`src/rtl/fetch_pc_unit.sv`:
```
// fetch_pc_unit: fetch-stage PC generator with a single-outstanding
// instruction-bus handshake and a valid/ready output toward decode.
// Redirects from later stages override sequential flow in every state.
// Responses that belong to a request issued before a redirect are dropped.
// Optional feature macro: FETCH_MISALIGN_CHECK_EN. When it is defined,
// misaligned redirect targets bypass memory and are presented as a NOP
// flagged on out_misalign.
module fetch_pc_unit #(
  parameter int          XLEN      = 64,
  parameter logic [63:0] RESET_PC  = 64'h8000_0000,
  parameter int          NUM_REDIR = 2,
  parameter int          PC_STEP   = 4
) (
  input  logic                      clk,
  input  logic                      reset,
  input  logic [NUM_REDIR-1:0]      redir_valid,
  input  logic [NUM_REDIR*XLEN-1:0] redir_pc,
  input  logic                      stall,
  output logic                      ireq_valid,
  output logic [XLEN-1:0]           ireq_addr,
  input  logic                      ireq_ready,
  input  logic                      iresp_valid,
  input  logic [31:0]               iresp_data,
  output logic                      out_valid,
  output logic [XLEN-1:0]           out_pc,
  output logic [31:0]               out_inst,
  input  logic                      out_ready,
  output logic                      busy
`ifdef FETCH_MISALIGN_CHECK_EN
  ,
  output logic                      out_misalign
`endif
);

  typedef enum logic [1:0] {
    ST_REQ  = 2'd0,
    ST_WAIT = 2'd1,
    ST_HOLD = 2'd2
  } state_t;

  localparam logic [31:0] NOP_INST = 32'h0000_0013;

  state_t            state_r;
  logic [XLEN-1:0]   pc_r;
  logic [XLEN-1:0]   req_pc_r;
  logic              drop_r;
  logic              redir_any_s;
  logic [XLEN-1:0]   redir_tgt_s;
  logic              redir_mis_s;
  logic              req_xfer_s;

  // Redirect select: walk from the lowest-priority source up so index 0 wins.
  always_comb begin
    redir_tgt_s = '0;
    for (int i = NUM_REDIR - 1; i >= 0; i--) begin
      redir_tgt_s = redir_valid[i] ? redir_pc[i*XLEN +: XLEN] : redir_tgt_s;
    end
  end

  assign redir_any_s = |redir_valid;
  assign req_xfer_s  = ireq_valid && ireq_ready;
  assign ireq_addr   = pc_r;

`ifdef FETCH_MISALIGN_CHECK_EN
  assign redir_mis_s = (redir_tgt_s[1:0] != 2'b00);
`else
  assign redir_mis_s = 1'b0;
`endif

  // Fetch FSM: PC, outstanding-request tracking and all registered outputs.
  always_ff @(posedge clk) begin
    if (!reset) begin
      state_r    <= ST_REQ;
      pc_r       <= XLEN'(RESET_PC);
      req_pc_r   <= '0;
      drop_r     <= 1'b0;
      out_valid  <= 1'b0;
      out_pc     <= '0;
      out_inst   <= 32'h0000_0000;
      ireq_valid <= 1'b0;
      busy       <= 1'b0;
    end else begin
      case (state_r)
        ST_REQ: begin
          if (redir_any_s) begin
            pc_r <= redir_tgt_s;
            if (redir_mis_s) begin
              // Misaligned target: present a NOP directly, no bus request.
              state_r    <= ST_HOLD;
              out_valid  <= 1'b1;
              out_pc     <= redir_tgt_s;
              out_inst   <= NOP_INST;
              ireq_valid <= 1'b0;
              busy       <= 1'b0;
            end else if (req_xfer_s) begin
              // The address accepted this cycle is already stale.
              state_r    <= ST_WAIT;
              drop_r     <= 1'b1;
              ireq_valid <= 1'b0;
              busy       <= 1'b1;
            end else begin
              state_r    <= ST_REQ;
              ireq_valid <= 1'b1;
              busy       <= 1'b0;
            end
          end else if (req_xfer_s) begin
            state_r    <= ST_WAIT;
            drop_r     <= 1'b0;
            req_pc_r   <= pc_r;
            ireq_valid <= 1'b0;
            busy       <= 1'b1;
          end else begin
            // Also raises ireq_valid on the first cycle out of reset.
            state_r    <= ST_REQ;
            ireq_valid <= 1'b1;
            busy       <= 1'b0;
          end
        end

        ST_WAIT: begin
          if (redir_any_s) begin
            pc_r <= redir_tgt_s;
            if (redir_mis_s) begin
              state_r    <= ST_HOLD;
              drop_r     <= 1'b0;
              out_valid  <= 1'b1;
              out_pc     <= redir_tgt_s;
              out_inst   <= NOP_INST;
              ireq_valid <= 1'b0;
              busy       <= 1'b0;
            end else if (iresp_valid) begin
              // Response of the old stream lands now: discard and refetch.
              state_r    <= ST_REQ;
              drop_r     <= 1'b1;
              ireq_valid <= 1'b1;
              busy       <= 1'b0;
            end else begin
              // Keep waiting for the old response, then throw it away.
              state_r    <= ST_WAIT;
              drop_r     <= 1'b1;
              ireq_valid <= 1'b0;
              busy       <= 1'b1;
            end
          end else if (iresp_valid && drop_r) begin
            state_r    <= ST_REQ;
            drop_r     <= 1'b0;
            ireq_valid <= 1'b1;
            busy       <= 1'b0;
          end else if (iresp_valid) begin
            state_r    <= ST_HOLD;
            out_valid  <= 1'b1;
            out_pc     <= req_pc_r;
            out_inst   <= iresp_data;
            ireq_valid <= 1'b0;
            busy       <= 1'b0;
          end else begin
            state_r    <= ST_WAIT;
            ireq_valid <= 1'b0;
            busy       <= 1'b1;
          end
        end

        ST_HOLD: begin
          if (redir_any_s) begin
            pc_r <= redir_tgt_s;
            if (redir_mis_s) begin
              state_r    <= ST_HOLD;
              out_valid  <= 1'b1;
              out_pc     <= redir_tgt_s;
              out_inst   <= NOP_INST;
              ireq_valid <= 1'b0;
              busy       <= 1'b0;
            end else begin
              state_r    <= ST_REQ;
              out_valid  <= 1'b0;
              ireq_valid <= 1'b1;
              busy       <= 1'b0;
            end
          end else if (out_ready && !stall) begin
            state_r    <= ST_REQ;
            out_valid  <= 1'b0;
            pc_r       <= pc_r + XLEN'(PC_STEP);
            ireq_valid <= 1'b1;
            busy       <= 1'b0;
          end else begin
            state_r    <= ST_HOLD;
            ireq_valid <= 1'b0;
            busy       <= 1'b0;
          end
        end

        default: begin
          state_r    <= ST_REQ;
          drop_r     <= 1'b0;
          out_valid  <= 1'b0;
          ireq_valid <= 1'b1;
          busy       <= 1'b0;
        end
      endcase
    end
  end

`ifdef FETCH_MISALIGN_CHECK_EN
  // Misalign flag: set by a misaligned redirect, cleared by any other load.
  always_ff @(posedge clk) begin
    if (!reset) begin
      out_misalign <= 1'b0;
    end else if (redir_any_s) begin
      out_misalign <= redir_mis_s;
    end else if ((state_r == ST_WAIT) && iresp_valid) begin
      out_misalign <= 1'b0;
    end else begin
      out_misalign <= out_misalign;
    end
  end
`endif

endmodule

```
`config.mk`:
```
export PLATFORM = sky130hd
export DESIGN_NAME = fetch_pc_unit
export DESIGN_NICKNAME = d
export VERILOG_FILES = /design/src/rtl/fetch_pc_unit.sv
export SDC_FILE = /design/constraint.sdc
export NUM_CORES = 1
export LEC_CHECK = 0
export ABC_AREA = 1
export BUFFER_PORTS_ARGS = -buffer_cell sky130_fd_sc_hd__buf_2
export CORE_UTILIZATION = 45
export CTS_CLUSTER_SIZE = 16
export DETAILED_ROUTE_END_ITERATION = 7
export PLACE_DENSITY_LB_ADDON = 0.1
export SYNTH_ARGS = -nofsm -noshare
export SYNTH_HDL_FRONTEND = slang
export SYNTH_SLANG_ARGS = --single-unit
```
`constraint.sdc`:
```
create_clock -name clk -period 1.67 [get_ports clk]
set_input_delay 0.334 -clock clk [delete_from_list [all_inputs] [get_ports clk]]
set_output_delay 0.334 -clock clk [all_outputs]
set_load 0.01 [all_outputs]
```
# Word level (Yosys, flattened, before mapping)
# Index checks and enable logic that the tools add are counted.
[classes] n_addsub=1 eq_ne=9 muxes=38 bitwise=4 reduce_logical=13
[ops] operator="two-way mux 64 bit" n=5
[ops] operator="case mux 64 bit (2 select lines)" n=1
[ops] operator="adder 64 x 3 -> 64 bit, second input constant" n=1
[ops] operator="two-way mux 1 bit" n=22
[ops] operator="two-way mux 2 bit" n=5
[ops] operator="case mux 1 bit (3 select lines)" n=3
[ops] operator="AND reduction 3 bit" n=3
[ops] operator="!= test 2 bit, second input constant" n=4
[ops] operator="!= test 3 bit, second input constant" n=2
[ops] operator="case mux 2 bit (3 select lines)" n=1
[ops] operator="AND reduction 5 bit" n=1
[ops] operator="inverter 1 bit" n=4
[ops] operator="AND reduction 4 bit" n=1
[ops] operator="OR reduction 2 bit" n=2
[ops] operator="logical AND 1 bit" n=3
[ops] operator="equality test 2 x 1 -> 1 bit, second input constant" n=1
[ops] operator="equality test 2 bit, second input constant" n=1
[ops] operator="logical NOT 2 bit" n=1
[ops] operator="!= test 2 x 1 -> 1 bit, second input constant" n=1
[ops] operator="case mux 1 bit (2 select lines)" n=1
[ops] operator="nonzero test 2 bit" n=1
[ops] operator="logical NOT 1 bit" n=1
[word_totals] register_bits=230 inputBits=168 output_inout_bits=163 wordCells=74

# Logic depth before layout (Yosys ltp)
# Gate-level depths: netlist of run 1.
[depth] ltp_word=5 mapped_depth=11 ltp_nobuf=11

# Worst setup path before layout of run 1
# No wires, ideal clock.
[synth_timing] path_kind="register to register" start="register pc_r[2], in the netlist ireq_addr[2]" end="register pc_r[52], in the netlist ireq_addr[52]" arrival_time_ns=1.514 required_ns=1.551 setup_slack_ns=0.036 path_stages_with_launch=11 synth_period_minus_slack_ns=1.634 cell_sequence="dfxtp_1 > ha_1 > nand3_1 > nor2_2 > nand3_4 > nor2_4 > nand3_1 > nand2_1 > nand2_1 > nand2_1 > a21oi_1"
[synth_via] elab_chain_cells=4
[synth_lines] element="from (decl)" line="44" rtl="logic [XLEN-1:0] pc_r;"
[synth_lines] element="from (signal assigned)" line="74" rtl="pc_r <= XLEN'(RESET_PC);"
[synth_lines] element="from (signal assigned)" line="86" rtl="pc_r <= redir_tgt_s;"
[synth_lines] element="from (signal assigned)" line="122" rtl="pc_r <= redir_tgt_s;"
[synth_lines] element="adder 64 x 3 -> 64 bit" line="182" rtl="pc_r <= pc_r + XLEN'(PC_STEP);"
[synth_lines] element="two-way mux 64 bit" line="179" rtl="end else if (out_ready && !stall) begin"
[synth_lines] element="two-way mux 64 bit" line="164" rtl="if (redir_any_s) begin"
[synth_lines] element="case mux 64 bit (2 select lines)" line="83" rtl="case (state_r)"
# Every way passes these cells. The select of a mux whose other input is x is not followed.
# A chain may end at the register's enable or synchronous reset.

# Worst setup path in the final report of run 1
[layout_timing] start="register pc_r[26], in the netlist ireq_addr[26]" end="register pc_r[51], in the netlist ireq_addr[51]"
# Same word-level chain as after synthesis.

==> flow_summary.yaml, run 1 <==
placed_design:
  hpwlAfterDp_mm: 26.8
  place_area_um2: 13700
  place.gp.congestion: 0.974
  io_buffers: 330
global_routing:
  grt_pass1_vias: 10400
  grt_pass1_wl_mm: 54.7
  grt-ovfl-total: 0
  grt_max_degree: 77
  antenna_found_initial: 1
  track_usage: 0.278
layout:
  final_nets: 2119
  area_growth_pct: 40.1
  drive_above_1_share: 0.333
  finalInstanceArea_um2: 15300
cts:
  clockBufferDepth: 3
  cts_root_buf: "clkbuf_16"
  numCtsBuffers: 25
  clkSinkCount: 230
  cts_tree: "yes"
  cts_hold_buf: 0
  htreeDepth: 1
  worst_skew_pair.late_latency_ns: 0.53
  clk_pin_slew_ns: 0.06
pwr:
  power.density_nw_per_um2: 912
  internal-power_uw: 10500
  swShare: 0.248
  ir_worst_vdd_mv: 0.640
  power.share.clock: 0.455
  total_leakage_power_uw: 0.00668
  pwr-share-comb: 0.122
  power_uw: 13900
  power_frac_seq: 0.422
  netSwitchingPower_uw: 3450
floorplan:
  dieArea_um2: 24800
  num_io_pins: 331
  start_util: 0.461
  die_x_um: 158
  row_count: 56
  dieHeight_um: 158
  coreArea_um2: 23600
yosys:
  syn-cell-area_um2: 10900
  synth_top_cell_by_area: "dfxtp_1"
  syn-instance-count: 1536
  synth_edf_count: 0
  ys_top_cells_by_area: "dfxtp_1, o21ai_0, a21oi_1, nand2_1, nor2_1"
  synth_cell_types: 37
  syn_nets: 1705
  synth-seq-area-share: 0.423
  ys.flop_type: "dfxtp_1"
  yosys_warnings: 0
  yosysTopAreaCellShare: 0.423
  syn_avg_cell_area_um2: 7.09
  yosys_register_bits: 230
  async_reset_ff_frac: 0
worst_hold_path:
  holdPathStages: 3
  min_to: "out_inst[23]"
  hold_start: "iresp_data[23]"
  hp-class: "in -> reg"
setup_path:
  crit_path_cell_trace: "nand2_1 > buf_4 > nor2_2 > nand2_1 > nor2_2 > inv_1 > nor2_1 > buf_4 > nand2_2 > nand2_2 > nand3_2 > a21oi_2"
  start_kind: "flip-flop"
  rr_worst_depth: 12
  path_buf_inv: 3
  cp_top_family: "simple AND/OR/NAND/NOR gates"
  critPathKind: "reg -> reg"
  path_max_fanout: 3
  crit_arrival_ns: 2.10
  slowest_stage: "dfxtp_2"
  rr_endpoint: "ireq_addr[51]"
  reg2reg_from: "ireq_addr[26]"
  ff2ff_setup_slack_ns: 0.03
  crit_required_ns: 2.13
  critical_path.max_stage_delay_ns: 0.35
  end_kind: "flip-flop"
timing:
  finalSetupViolations: 0
  period_needed_ns: 1.64
  fin_crit_sh: 0.979
  finalHoldViolations: 0
  tns_ns: 0
  max_freq_mhz: 611
  rsz0062_at_grt: "true"
  final.setup_skew_ns: 0.0144
  worst_slew_pin_slew_ns: 0.388
  relSlewSlack: 0.741
  slew_violations: 0
drt:
  ant_nets: 0
  wl_mm: 37.9
  routed-via-count: 12000
  drt-wirelength-per-cell_um: 16.6
  drtIter0Drc: 850
  dr.pass1.iters: 5
  drc: 0
  viasPerCell: 5.25
flow_run:
  cap_violations: 0
status:
  outcome: "finished, final reports clean"
power by group through the flow:
stage	clock network, uW	logic, uW	registers [uW]
2_1_floorplan	0	687	6070
4_1_cts	6420	1630	5850
3_5_place_dp	0	1620	5970
6_report	6330	1700	5870
5_1_grt	6630	1870	5890
3_3_place_gp	0	1600	5970
logic make-up (layout without fill, tap and decap cells):
logic type,after synthesis,in the layout,synth area share
xor+xnor,21,21,0.0169
buf+inv,222,654,0.0818
simple gates,544,544,0.216
compound gates,518,518,0.262
other cells,0,1,0
fa+ha+maj,1,1,0.00115
flops,230,230,0.423
synth_stat cells, drive strengths merged (5+ instances only):
cell type / instances
a22o: 43
xnor2: 16
nand2: 244
nand3: 41
dfxtp: 230
xor2: 5
a22oi: 18
inv: 131
nand4: 17
o21ai: 240
nor2: 237
a21oi: 190
buf: 36
a31oi: 12
o21bai: 6
clkbuf: 55
worst register-to-register path, cell delays in order, from the launching register on:
cell and delay (ns):
dfxtp_2 0.35, nand2_1 0.09, buf_4 0.15, nor2_2 0.12, nand2_1 0.10, nor2_2 0.14
inv_1 0.06, nor2_1 0.10, buf_4 0.15, nand2_2 0.05, nand2_2 0.07, nand3_2 0.06
a21oi_2 0.13
placed cells by master (no fill, tap or decap), types with 4 or more instances in the layout:
master / n
dfxtp_1: 210
o21ai_0: 238
a22oi_1: 18
a21oi_2: 7
nor2_4: 19
buf_4: 123
nand3_2: 6
xnor2_2: 4
a31oi_1: 12
nand3_1: 30
inv_2: 6
nand4_1: 16
o21bai_1: 6
nor2_1: 177
clkbuf_16: 30
a21oi_1: 183
dfxtp_2: 18
nand3_4: 5
nand2_1: 223
bufinv_16: 7
clkbuf_8: 4
buf_2: 329
nor2_2: 38
inv_1: 124
xor2_1: 5
a22o_1: 43
buf_12: 9
buf_6: 9
nand2_2: 16
xnor2_1: 12
nand2_4: 5
area by class of cell:
class	count	area, um^2
diodes	1	2.50
inverters	131	497
fillers	2193	8350
clock inverters	15	267
flip-flops and latches	230	4630
repair inverters	1	6.26
multi-input cells	1084	5740
repair buffers	477	3030
clock buffers	30	684
well taps	319	399
how the worst max path moves through the flow:
stage,start,to,slack [ns],cells past startpoint
2_1_floorplan,ireq_addr[2],ireq_addr[52],0.04,10
3_3_place_gp,ireq_addr[31],ireq_addr[39],-0.08,10
3_5_place_dp,ireq_addr[31],ireq_addr[39],-0.08,10
4_1_cts,ireq_addr[2],ireq_addr[27],0.002,10
5_1_grt,ireq_addr[3],ireq_addr[52],-0.07,9
6_report,ireq_addr[26],ireq_addr[51],0.03,12
metrics by stage:
step / cells / setup slack (ns) / utilization / hold slack (ns)
4_1_cts: 2266 / 0.00153 / 0.620 / 0.0372
6_report: 2288 / 0.0342 / 0.646 / 0.0571
3_3_place_gp: 2221 / -0.0823 / 0.578 / 0.435
3_5_place_dp: 2221 / -0.0833 / 0.578 / 0.441
5_1_grt: 2287 / -0.0732 / 0.646 / 0.0559
2_1_floorplan: 1536 / 0.0363 / - / 0.430
sequential cells by signal, indices dropped and copies added, names as in the netlist:
| name | cells |
|---|---|
| out_inst | 32 |
| busy | 1 |
| out_valid | 1 |
| ireq_valid | 1 |
| state_r | 2 |
| ireq_addr | 64 |
| drop_r | 1 |
| req_pc_r | 64 |
| out_pc | 64 |
metal layers:
metal | vias to the layer above | track usage | wire length (um)
li1 | 5961 | - | -
met1 | 5530 | 0.380 | 16600
met2 | 451 | 0.462 | 17800
met3 | 71 | 0.0348 | 2490
met4 | 0 | 0.0749 | 1010
met5 | - | 0 | 0
what timing repair did:
item	in CTS	in global routing
gates cloned	0	6
gates resized for setup	13	116
endpoints found under the setup margin	20	119
pin swaps	0	37
setup buffers	0	16
Power figures use the tool's default switching activity.
==> run 2: changes to the inputs <==
--- a/config.mk
+++ b/config.mk
@@ -11,6 +11,7 @@
 export CTS_CLUSTER_SIZE = 16
 export DETAILED_ROUTE_END_ITERATION = 7
 export PLACE_DENSITY_LB_ADDON = 0.1
+export REMOVE_ABC_BUFFERS = 1
 export SYNTH_ARGS = -nofsm -noshare
 export SYNTH_HDL_FRONTEND = slang
 export SYNTH_SLANG_ARGS = --single-unit
==> run 2 against run 1 <==
Design area shrank 2.1%. Via count decreased by 1.1%. Setup slack better by 0.025 ns. Count of clock-buffer cells in the layout is 7 higher. Largest power group is now registers. Sequential power hardly changed. Clock power shrank 9.0%.
==> flow_summary.yaml, run 2 (synthesis gave the netlist of run 1 again) <==
setup_path:
  crit_arrival_ns: 2.02
  end_kind: "flip-flop"
  path_max_fanout: 3
  start_kind: "flip-flop"
  crit_required_ns: 2.08
  critPathKind: "reg -> reg"
floorplan:
  coreArea_um2: 23600
  dieHeight_um: 158
  start_util: 0.461
  num_io_pins: 331
  row_count: 56
  dieArea_um2: 24800
  die_x_um: 158
placed_design:
  io_buffers: 330
  hpwlAfterDp_mm: 26.5
  dpl.cell_count: 2213
  place.gp.congestion: 0.909
drt:
  drtIter0Drc: 879
  drc: 0
  viasPerCell: 5.23
  dr.pass1.iters: 7
  ant_nets: 0
  drt-wirelength-per-cell_um: 16.3
  routed-via-count: 11900
  wl_mm: 37.0
layout:
  final_nets: 2104
  finalNonFillerCells: 2272
  drive_above_1_share: 0.315
  antenna_cells: 0
  regArea_um2: 4630
  area_growth_pct: 37.2
  num-fill-cells: 2190
  multi_input_area_um2: 5620
  mostFrequentLayoutCells: "buf_2, o21ai_0, nand2_1, dfxtp_1, a21oi_1"
  final_common_cell: "buf_2"
global_routing:
  antenna_found_initial: 0
  track_usage: 0.279
  grt_max_degree: 77
  grt-ovfl-total: 0
  grt_pass1_wl_mm: 55.3
  grt_pass1_vias: 10600
timing:
  rsz0062_at_grt: "true"
  finalSetupViolations: 0
  fin_crit_sh: 0.965
  period_needed_ns: 1.61
  final.setup_skew_ns: 0.00956
  finalHoldViolations: 0
  max_freq_mhz: 621
  worst_slew_pin_slew_ns: 0.438
  whs_ns: 0.0662
  slew_violations: 0
  relSlewSlack: 0.708
cts:
  worst_skew_pair.late_latency_ns: 0.53
  numCtsBuffers: 25
  clockBufferDepth: 3
  cts_hold_buf: 0
  clk_pin_slew_ns: 0.06
  htreeDepth: 1
  cts_root_buf: "clkbuf_16"
  cts_tree: "yes"
  clkSinkCount: 230
pwr:
  total_leakage_power_uw: 0.00651
  ir_worst_vdd_mv: 0.766
  power.density_nw_per_um2: 892
status:
  outcome: "finished, final reports clean"
worst_hold_path:
  hp-class: "in -> reg"
flow_run:
  cap_violations: 0
-- run 2: final timing paths --
| kind | from | to | slack (ns) | cells after the start |
|---|---|---|---|---|
| worst max-delay path | ireq_addr[31] | ireq_addr[39] | 0.06 | 10 |
| worst min-delay path | iresp_data[25] | out_inst[25] | 0.07 | 3 |
| worst max register to register | ireq_addr[31] | ireq_addr[39] | 0.06 | 10 |
| worst min register to register | req_pc_r[52] | out_pc[52] | 0.45 | 2 |
-- run 2: cell type report --
| type | instances | share of cell area |
|---|---|---|
| multi-input cells | 1084 | 0.376 |
| flip-flops and latches | 230 | 0.310 |
| repair buffers | 463 | 0.197 |
| clock buffers | 37 | 0.0489 |
| inverters | 131 | 0.0332 |
| well taps | 319 | 0.0267 |
| clock inverters | 8 | 0.00812 |
-- run 2: through the flow --
| stage | setup TNS (ns) | util | instance area (um^2) | power, uW | setup WS [ns] |
|---|---|---|---|---|---|
| CTS | 0 | 0.615 | 14500 | 13300 | 0.00370 |
| global route | -0.255 | 0.633 | 14900 | 13800 | -0.0520 |
| global placement | -0.121 | 0.578 | 13700 | 7590 | -0.0472 |
| detailed placement | -1.21 | 0.578 | 13700 | 7610 | -0.0533 |
| floorplan | -228.05 | - | 10500 | 6660 | -1.64 |
| finish | 0 | 0.633 | 14900 | 13300 | 0.0589 |
-- run 2: where the power goes --
group          leakage [uW]  switching, uW  internal, uW
combinational       0.00421            936           763
sequential          0.00188            162          5700
clock              0.000417           2280          3480
-- run 2: per-layer routing --
| layer | track usage | vias up | share of wire |
|---|---|---|---|
| met2 | 0.462 | 404 | 0.46 |
| li1 | - | 5926 | - |
| met5 | 0 | - | 0 |
| met1 | 0.383 | 5503 | 0.46 |
| met4 | 0.0620 | 0 | 0.018 |
| met3 | 0.0391 | 47 | 0.063 |
-- run 2: timing repair --
action | 4_1_cts | 5_1_grt
setup buffers | 0 | 11
pin swaps | 2 | 20
hold endpoints to repair | 0 | 0
gates resized for setup | 5 | 95
gates cloned | 0 | 3
setup endpoints to repair | 17 | 90
-- run 2: critical path: stages, from the launching register on --
cell and delay [ns]:
dfxtp_1 0.39, nand2_1 0.14, nor2_2 0.20, nand2_1 0.14, nor2_2 0.20, buf_4 0.14
nand3_1 0.06, nand2_1 0.06, nand2_1 0.05, nand2_1 0.05, a21oi_1 0.06
